<file path="config.mk">
export PLATFORM = sky130hd
export DESIGN_NAME = ad9708_drive
export DESIGN_NICKNAME = d
export VERILOG_FILES = /design/src/rtl/scope_dac_pkg.sv /design/src/rtl/scope_sync_fifo.sv /design/src/rtl/ad9708_drive.sv
export SDC_FILE = /design/constraint.sdc
export NUM_CORES = 1
export LEC_CHECK = 0
export CAP_MARGIN = 20
export CORE_MARGIN = 2
export CORE_UTILIZATION = 57
export CTS_BUF_LIST = sky130_fd_sc_hd__clkbuf_4
export DETAILED_ROUTE_END_ITERATION = 10
export GPL_TIMING_DRIVEN = 0
export HOLD_SLACK_MARGIN = 0.15
export PLACE_DENSITY = 0.85
export SYNTH_ARGS = -nofsm -noshare
export SYNTH_HDL_FRONTEND = slang
export SYNTH_HIERARCHICAL = 1
export SYNTH_SLANG_ARGS = --single-unit
</file>
<file path="constraint.sdc">
create_clock -name i_clk -period 3.6 [get_ports i_clk]
set_input_delay 0.72 -clock i_clk [delete_from_list [all_inputs] [get_ports i_clk]]
set_output_delay 0.72 -clock i_clk [all_outputs]
set_load 0.05 [all_outputs]
</file>
<file path="src/rtl/scope_dac_pkg.sv">
// -----------------------------------------------------------------------------
// scope_dac_pkg
// Shared types and helpers for the AD9708 transmit path.
//   state_t           : playback FSM states (IDLE, PRIME, RUN)
//   SAMPLE_W / CODE_W : native sample and DAC code widths
//   MIDSCALE          : offset-binary code for a zero-volt output
//   MIN_DIV           : smallest usable sample period in system clocks
//   to_offset_binary  : signed sample -> rounded, saturated offset-binary code
// -----------------------------------------------------------------------------
package scope_dac_pkg;

  typedef enum logic [1:0] {
    IDLE,
    PRIME,
    RUN
  } state_t;

  localparam int SAMPLE_W = 12;
  localparam int CODE_W   = 8;

  localparam logic [CODE_W-1:0] MIDSCALE = CODE_W'(1 << (CODE_W - 1));
  localparam logic [15:0]       MIN_DIV  = 16'd2;

  // Half an output LSB, added before truncation so the result rounds to nearest.
  localparam int ROUND_BIAS = 1 << (SAMPLE_W - CODE_W - 1);
  localparam int SAT_MAX    = (1 << (SAMPLE_W - 1)) - 1;

  // The sum is formed one bit wider than the sample so the rounding bias
  // cannot wrap a large positive sample into a negative one. Only the
  // positive end can overflow, so only that end is clamped. Flipping the
  // top bit of the truncated two's-complement value yields offset binary.
  function automatic logic [CODE_W-1:0] to_offset_binary(input logic [SAMPLE_W-1:0] sample);
    logic [SAMPLE_W:0]   r;
    logic [CODE_W-1:0]   s;
    r = {sample[SAMPLE_W-1], sample} + (SAMPLE_W + 1)'(ROUND_BIAS);
    if (!r[SAMPLE_W] && r[SAMPLE_W-1]) begin
      r = (SAMPLE_W + 1)'(SAT_MAX);
    end
    s = r[SAMPLE_W-1 -: CODE_W];
    return {~s[CODE_W-1], s[CODE_W-2:0]};
  endfunction

endpackage

</file>
<file path="src/rtl/scope_sync_fifo.sv">
// -----------------------------------------------------------------------------
// scope_sync_fifo
// Single-clock sample buffer for the DAC drive path. The head word comes
// straight from the storage registers, so a word written on one edge is
// readable in the following cycle; there is no fall-through path, so a push
// into an empty FIFO is never visible in the same cycle.
//   clk   : system clock
//   rst   : synchronous active-high reset
//   clear : synchronous flush (pointers and count to zero)
//   push  : write wdata (ignored when full)
//   pop   : advance the head (ignored when empty)
//   wdata : word to store
//   rdata : current head word
//   full  : DEPTH words stored
//   empty : no words stored
//   count : number of words stored
// -----------------------------------------------------------------------------
module scope_sync_fifo #(
  parameter int WIDTH = 12,
  parameter int DEPTH = 16
) (
  input  logic                       clk,
  input  logic                       rst,
  input  logic                       clear,
  input  logic                       push,
  input  logic                       pop,
  input  logic [WIDTH-1:0]           wdata,
  output logic [WIDTH-1:0]           rdata,
  output logic                       full,
  output logic                       empty,
  output logic [$clog2(DEPTH):0]     count
);

  localparam int AW = $clog2(DEPTH);

  logic [WIDTH-1:0] mem [DEPTH];
  logic [AW-1:0]    wr_ptr;
  logic [AW-1:0]    rd_ptr;
  logic             do_push;
  logic             do_pop;

  assign do_push = push && !full;
  assign do_pop  = pop && !empty;
  assign full    = (count == (AW + 1)'(DEPTH));
  assign empty   = (count == '0);
  assign rdata   = mem[rd_ptr];

  // Pointer and occupancy bookkeeping; pointers wrap naturally since DEPTH
  // is a power of two.
  always_ff @(posedge clk) begin
    if (rst || clear) begin
      wr_ptr <= '0;
      rd_ptr <= '0;
      count  <= '0;
    end else begin
      if (do_push) wr_ptr <= wr_ptr + AW'(1);
      if (do_pop)  rd_ptr <= rd_ptr + AW'(1);
      case ({do_push, do_pop})
        2'b10:   count <= count + (AW + 1)'(1);
        2'b01:   count <= count - (AW + 1)'(1);
        default: ;
      endcase
    end
  end

  // Storage needs no reset; stale words are unreachable once pointers clear.
  always_ff @(posedge clk) begin
    if (do_push) mem[wr_ptr] <= wdata;
  end

endmodule

</file>
<file path="src/rtl/ad9708_drive.sv">
// -----------------------------------------------------------------------------
// ad9708_drive
// Buffers signed waveform samples from a valid/ready stream, converts them to
// offset binary and presents one code per programmable sample period to an
// AD9708 parallel DAC, together with the DAC latch clock.
//   i_clk           : system clock
//   i_rst           : synchronous active-high reset
//   i_enable        : 1 = play, 0 = stop and flush
//   i_cfg_div       : sample period in i_clk cycles (0..2 act as 2), latched on start
//   i_data/i_valid  : sample stream in; o_ready is the matching backpressure
//   o_dac_clk       : DAC latch clock, rising div/2 cycles after each data change
//   o_dac_data      : DAC code
//   o_busy          : playback active (not IDLE)
//   o_underflow_cnt : saturating count of sample slots that found the buffer empty
// -----------------------------------------------------------------------------
module ad9708_drive
  import scope_dac_pkg::*;
#(
  parameter int IN_W       = SAMPLE_W,
  parameter int DAC_W      = CODE_W,
  parameter int FIFO_DEPTH = 16,
  parameter int INVERT     = 0
) (
  input  logic             i_clk,
  input  logic             i_rst,
  input  logic             i_enable,
  input  logic [15:0]      i_cfg_div,
  input  logic [IN_W-1:0]  i_data,
  input  logic             i_valid,
  output logic             o_ready,
  output logic             o_dac_clk,
  output logic [DAC_W-1:0] o_dac_data,
  output logic             o_busy,
  output logic [15:0]      o_underflow_cnt
);

  localparam int CW = $clog2(FIFO_DEPTH) + 1;
  localparam logic [DAC_W-1:0] IDLE_CODE = (INVERT != 0) ? ~MIDSCALE : MIDSCALE;

  state_t           state;
  state_t           state_next;
  logic [15:0]      div;
  logic [15:0]      cnt;
  logic [IN_W-1:0]  head;
  logic [CW-1:0]    fifo_count;
  logic             full;
  logic             empty;
  logic             busy;
  logic             leaving;
  logic             strobe;
  logic             push;
  logic             pop;
  logic             starving;
  logic [DAC_W-1:0] code;

  scope_sync_fifo #(
    .WIDTH (IN_W),
    .DEPTH (FIFO_DEPTH)
  ) u_fifo (
    .clk   (i_clk),
    .rst   (i_rst),
    .clear (leaving),
    .push  (push),
    .pop   (pop),
    .wdata (i_data),
    .rdata (head),
    .full  (full),
    .empty (empty),
    .count (fifo_count)
  );

  // State register.
  always_ff @(posedge i_clk) begin
    if (i_rst) state <= IDLE;
    else       state <= state_next;
  end

  // Next state: prime until half the buffer is filled, so the producer has
  // slack before the first underflow can occur.
  always_comb begin
    state_next = state;
    case (state)
      IDLE:    if (i_enable) state_next = PRIME;
      PRIME: begin
        if (!i_enable)                                  state_next = IDLE;
        else if (fifo_count >= CW'(FIFO_DEPTH / 2))     state_next = RUN;
      end
      RUN:     if (!i_enable) state_next = IDLE;
      default: state_next = IDLE;
    endcase
  end

  // FSM outputs. Dropping i_enable flushes the buffer and discards any
  // transfer offered in that same cycle.
  always_comb begin
    busy     = (state != IDLE);
    leaving  = busy && !i_enable;
    strobe   = (state == RUN) && i_enable && (cnt == 16'd0);
    push     = i_valid && busy && !full && !leaving;
    pop      = strobe && !empty;
    starving = strobe && empty;
  end

  assign o_busy  = busy;
  assign o_ready = busy && !full;
  assign code    = to_offset_binary(head) ^ {DAC_W{(INVERT != 0)}};

  // Period latch and phase counter; the period is frozen for a whole run.
  always_ff @(posedge i_clk) begin
    if (i_rst) begin
      div <= MIN_DIV;
      cnt <= 16'd0;
    end else begin
      if (state == IDLE && i_enable) begin
        div <= (i_cfg_div < MIN_DIV) ? MIN_DIV : i_cfg_div;
      end
      if (state == RUN && state_next == RUN) begin
        cnt <= (cnt == div - 16'd1) ? 16'd0 : cnt + 16'd1;
      end else begin
        cnt <= 16'd0;
      end
    end
  end

  // DAC pins. The clock is low across the data update and rises halfway
  // through the period, giving the DAC div/2 cycles of setup.
  always_ff @(posedge i_clk) begin
    if (i_rst) begin
      o_dac_clk  <= 1'b0;
      o_dac_data <= IDLE_CODE;
    end else begin
      o_dac_clk <= (state == RUN) && i_enable && (cnt >= (div >> 1));
      if (state != RUN || !i_enable) begin
        o_dac_data <= IDLE_CODE;
      end else if (pop) begin
        o_dac_data <= code;
      end
    end
  end

  // Underflow counter, cleared at the start of each run and held afterwards.
  always_ff @(posedge i_clk) begin
    if (i_rst) begin
      o_underflow_cnt <= 16'd0;
    end else if (state == IDLE && i_enable) begin
      o_underflow_cnt <= 16'd0;
    end else if (starving && o_underflow_cnt != 16'hFFFF) begin
      o_underflow_cnt <= o_underflow_cnt + 16'd1;
    end
  end

endmodule

</file>
# Word-level counts from Yosys, hierarchy flattened
# Memories as Yosys holds them, arrays and structs flattened. A register that Yosys moved wholly into a read port is not among the register bits.
# Index checks and enable logic that the tools add are counted.
[totals] reg_bits=72 ram_bits=192 output_inout_bits=27 wordCells=75 mem_count=1
[classes] addsub=8 order_cmp=3 eq_ne=9 mux=12 n_bitwise=2 n_reduce_logical=31
[mem_list] memory="u_fifo.mem" words=16 width=12 read_ports=1 rd_clocked_by_memory_dff=1 write_ports=1 line="scope_sync_fifo.sv:36" source="logic [WIDTH-1:0] mem [DEPTH];"
[op_table] op="$add 16x1->16 const B" n=2
[op_table] op="$eq 16x16->1" n=1
[op_table] op="$ge 16x15->1" n=1
[op_table] op="$logic_and 1x1->1" n=16
[op_table] op="$logic_not 16->1" n=1
[op_table] op="$lt 16x2->1 const B" n=1
[op_table] op="$mux 16" n=1
[op_table] op="$ne 16x16->1 const B" n=1
[op_table] op="$sub 16x1->16 const B" n=1
[op_table] op="$add 12x5->13 const B" n=1
[op_table] op="$mux 12" n=1
[op_table] op="$pmux 5 s2" n=1
[op_table] op="$add 4x1->4 const B" n=2
[op_table] op="$mux 2" n=4
[op_table] op="$mux 4" n=2
[op_table] op="$eq 2x2->1 const B" n=3
[op_table] op="$pmux 2 s3" n=1
[op_table] op="$add 5x1->5 const B" n=1
[op_table] op="$eq 5x5->1 const B" n=1
[op_table] op="$ge 5x4->1 const B" n=1
[op_table] op="$logic_not 1->1" n=5
[op_table] op="$logic_not 5->1" n=1
[op_table] op="$sub 5x1->5 const B" n=1
[op_table] op="$eq 2x1->1 const B" n=2
[op_table] op="other kinds (8)" n=13

# Longest topological paths before layout
[depth] ltp_word=8 ltp_mapped=15

# Hierarchy
# Netlist, hierarchy kept.
[modules_own_cells] module="scope_sync_fifo" n_inst=1 cells_per_inst=396 area_each_um2=8250.4 seq_area_each_um2=6105.9
[modules_own_cells] module="ad9708_drive" n_inst=1 cells_per_inst=417 area_each_um2=3489.6 seq_area_each_um2=1181.1

# Least setup slack after synthesis
# Ideal clock, no wire load.
[synth_timing] kind="register to register" startpoint="reg cnt[9]" endpoint="reg u_fifo.count[2]" t_arrival_ps=3552 path_slack_ps=-22 path_stages_with_launch=15 path_buffers=3 synth_period_minus_slack_ps=3622 path_cell_list="dfxtp_1 clkdlybuf4s50_2 nor4b_1 nand3_1 nor3_1 clkbuf_1 o21ai_2 inv_1 ha_1 clkbuf_1 xor2_1 ha_1 o21a_1 or4_1 a21oi_1"
[synth_between] elab_chain_cells=6 elab_cells_between_ends=8 cone_classes="eq/ne (2); mux (1); reduce/logical (5)"
[synth_lines] element="start: declaration" line="ad9708_drive.sv:43" source="logic [15:0] cnt;"
[synth_lines] element="start signal: assignment" line="ad9708_drive.sv:118" source="cnt <= (cnt == div - 16'd1) ? 16'd0 : cnt + 16'd1;"
[synth_lines] element="$logic_not 16->1 (*)" line="ad9708_drive.sv:98" source="strobe = (state == RUN) && i_enable && (cnt == 16'd0);"
[synth_lines] element="$logic_and 1x1->1 (*)" line="ad9708_drive.sv:98"
[synth_lines] element="$logic_and 1x1->1 (*)" line="ad9708_drive.sv:100" source="pop = strobe && !empty;"
[synth_lines] element="named net pop" line="ad9708_drive.sv:52" source="logic pop;"
[synth_lines] element="$logic_and 1x1->1 (*)" line="scope_sync_fifo.sv:43" source="assign do_pop = pop && !empty;"
[synth_lines] element="named net u_fifo.do_pop" line="scope_sync_fifo.sv:40" source="logic do_pop;"
[synth_lines] element="$eq 2x1->1 / $eq 2x2->1 (equally long branches)" line="scope_sync_fifo.sv:58" source="case ({do_push, do_pop})"
[synth_lines] element="$pmux 5 s2 / $reduce_bool 2->1 (equally long branches)"
[synth_lines] element="end signal: assignment" line="scope_sync_fifo.sv:59" source="2'b10: count <= count + (AW + 1)'(1);"
[synth_lines] element="end signal: assignment" line="scope_sync_fifo.sv:60" source="2'b01: count <= count - (AW + 1)'(1);"
[synth_lines] element="end: declaration" line="scope_sync_fifo.sv:31" source="output logic [$clog2(DEPTH):0] count"
# Mark *: on every way through the listed nets, which the timed path passes. The rest lies on a longest branch.
# A chain may end at the register's enable or synchronous reset.

# Worst setup path after layout
[layout_timing] startpoint="reg u_fifo.count[3]" endpoint="out o_ready"
[layout_between] elab_chain_cells=3
[layout_lines] element="$eq 5x5->1" line="scope_sync_fifo.sv:44" source="assign full = (count == (AW + 1)'(DEPTH));"
[layout_lines] element="named net full" line="ad9708_drive.sv:46" source="logic full;"
[layout_lines] element="$logic_not 1->1" line="ad9708_drive.sv:105" source="assign o_ready = busy && !full;"
[layout_lines] element="$logic_and 1x1->1" line="ad9708_drive.sv:105"
[layout_lines] element="end: declaration" line="ad9708_drive.sv:30" source="output logic o_ready,"
# The timed path passes the listed nets, and every way through them passes these cells.

==> flow_summary_export.csv <==
group,metric,value,unit
run_status,outcome,"finished clean",
cells_and_area,area_growth,15.7,%
hold_path,hold_start,"state[1]",
power_and_ir_drop,swShare,23.0,%
clocking,clockBufferDepth,3,
global_route,gr-total-overflow,0,
setup_path,crit_type,"register to primary output",
hold_path,holdPathEnd,"state[0]",
die,rows,48,
cells_and_area,n_fill_cell,1198,
placement,dp.cells,1034,
hold_path,hold_path_class,"register to register",
setup_path,cpPeakStageDelay,730,ps
die,io_pins,59,
route,drt_iter0_markers,564,
route,route.vias.total,6732,
power_and_ir_drop,seqPwrFrac,55.1,%
setup_path,critical_path.slowest_cell,"clkdlybuf4s50_1",
die,fp.dieH,136,microns
yosys,synth.cell_area,0.00996,sq mm
hold_path,hold_depth,1,
timing,clock_skew,20.6,ps
timing,slew_violations,0,
yosys,syn_area_per_cell,13.3,sq um
yosys,synth_warnings,6,
clocking,path_clk_slew,70,ps
clocking,clk_latency,670,ps
placement,place_ws,-1060,ps
die,initial_core_util,58.0,%
setup_path,cp-end-kind,"primary output",
setup_path,timing.rr.end,"u_fifo/count[2]",
timing,tightest_slew,1000,ps
global_route,grt_pass1_vias,6568,
route,wl_per_cell,19.4,microns
timing,period_share,93.1,%
route,routed_wl,22.1,mm
power_and_ir_drop,p_leak,0.00397,uW
power_and_ir_drop,powerDensity,429,mW/mm^2
yosys,syn_inst,750,
power_and_ir_drop,combinationalPowerShare,4.7,%
timing,fmax,0.299,GHz
die,core,0.0172,sq mm
setup_path,worstPathArrival,2630,ps
setup_path,crit_top_cell,"nor2_1",
global_route,grt_pass1_wl,34.3,mm
setup_path,cp.required,2880,ps
timing,finalSetupViolCount,0,
setup_path,rr_worst_depth,14,
route,drc,0,
route,drtAntennaViolNets,0,
clocking,cts.sinks,220,
placement,placed_area,0.0108,sq mm
power_and_ir_drop,p_clk_share,40.2,%
placement,port_buffers,55,
setup_path,ff2ff_setup_slack,260,ps
cells_and_area,fin_cells,1134,
placement,dp_hpwl,15.4,mm
cells_and_area,final_area,0.0115,sq mm
power_and_ir_drop,netSwitchingPower,1130,uW
clocking,cts_tree,"yes",
global_route,grt.total_usage,24.5,%
global_route,grt_max_degree,17,
timing,post-route-min-period,3350,ps
global_route,antenna_found_initial,1,
setup_path,cp_max_fo,7,
die,die_area,0.0185,sq mm
yosys,synth_nets,810,
setup_path,crit_path_start_kind,"register",
cells_and_area,final_util,67.1,%
route,via_per_inst,5.94,
setup_path,r2r_start,"cnt[2]",
timing,setup_slack,250,ps
timing,finalHoldViolations,0,
setup_path,crit_start,"u_fifo/count[3]",
power_and_ir_drop,intPower,3810,uW
clocking,cts_made_buffers,53,
clocking,root_buffer,"clkbuf_4",
power_and_ir_drop,ir_drop,0.247,mV
timing,hold_ws,459,ps
clocking,cts_htree_levels,2,
route,firstDrtPassIters,7,
cells_and_area,nets,925,
timing,rsz0062_at_grt,"no",
placement,place_congestion,0.853,
timing,slew_headroom,32.8,%
run,maxCapViolations,0,
die,die_x,136,microns
cells_and_area,drive_gt1_share,18.3,%
setup_path,path_cells,"or4_1, buf_2, nor2_1, nor2_1, clkdlybuf4s50_1",
-- sequential cells by signal, summed over array words and instances, names as in the netlist, 4 cells and up, named ones only --
name and cells:
u_fifo/mem 144, cnt 16, div 16, o_underflow_cnt 16, o_dac_data 8, u_fifo/count 5, u_fifo/rd_ptr 4, u_fifo/wr_ptr 4
-- per-layer routing --
metal	track usage, %	part of all wire (%)	wire length [microns]	vias up
li1	-	-	-	3123
met1	32.0	41	8980	3282
met2	40.4	49	10900	274
met3	5.48	7.3	1600	53
met4	8.91	2.7	590	0
met5	0	0	0	-
-- critical path, delay by kind of cell, from the launching register on --
family	cells	cell delay [ps]
flip-flops	1	350
buffers and inverters	2	920
AND/OR/NAND/NOR	3	690
-- final cells by class --
class	instances	area, sq um	share of cell area (%)
flip-flops and latches	220	5850	50.7
multi-input cells	465	3810	33.0
clock buffers	79	593	5.14
repair buffers	61	586	5.08
well taps	225	282	2.44
plain buffers	34	216	1.88
inverters	30	113	0.977
clock inverters	19	82.6	0.716
diodes	1	2.50	0.0217
-- how the worst max path moves through the flow --
stage                            to  slack (ps)
CTS                 u_fifo/count[2]          20
detailed placement  u_fifo/count[2]       -1060
floorplan           u_fifo/count[2]          10
finish                      o_ready         250
global placement    u_fifo/count[2]       -1010
global route        u_fifo/count[2]          30
-- metrics by stage --
step                power [uW]  setup TNS [ps]
floorplan                 2900               0
global placement          2990           -3020
detailed placement        3000           -3190
CTS                       4980               0
global route              5130               0
finish                    4940               0
-- what timing repair did --
action,CTS,global route
hold buffers,0,0
pin swaps,2,1
resized for setup,6,3
endpoints found under the hold margin,0,0
buffers inserted,2,0
setup endpoints to repair,4,2
-- power groups by stage --
| stage | clock (uW) | combinational [uW] | sequential (uW) |
|---|---|---|---|
| floorplan | 0 | 129 | 2770 |
| global placement | 0 | 219 | 2770 |
| detailed placement | 0 | 226 | 2770 |
| CTS | 2040 | 229 | 2720 |
| global route | 2160 | 252 | 2720 |
| finish | 1990 | 232 | 2720 |
-- layout by cell type (no fill, tap or decap), types with 6 or more instances in the layout --
cell and count:
edfxtp_1 144, clkbuf_1 15, nand2_1 39, nor2_1 61, nand3_1 29, nand4_1 13, nor3_1 31, and4_1 6
a21oi_1 15, xnor2_1 28, and3_1 11, nor4_1 9, o211ai_1 6, clkinv_1 15, clkdlybuf4s50_1 55, clkbuf_4 80
dfxtp_1 76, a21o_1 7, xor2_1 35, inv_1 29, ha_1 28, buf_2 10, o21ai_0 26, mux4_2 44
(Power assumes the default switching activity.)
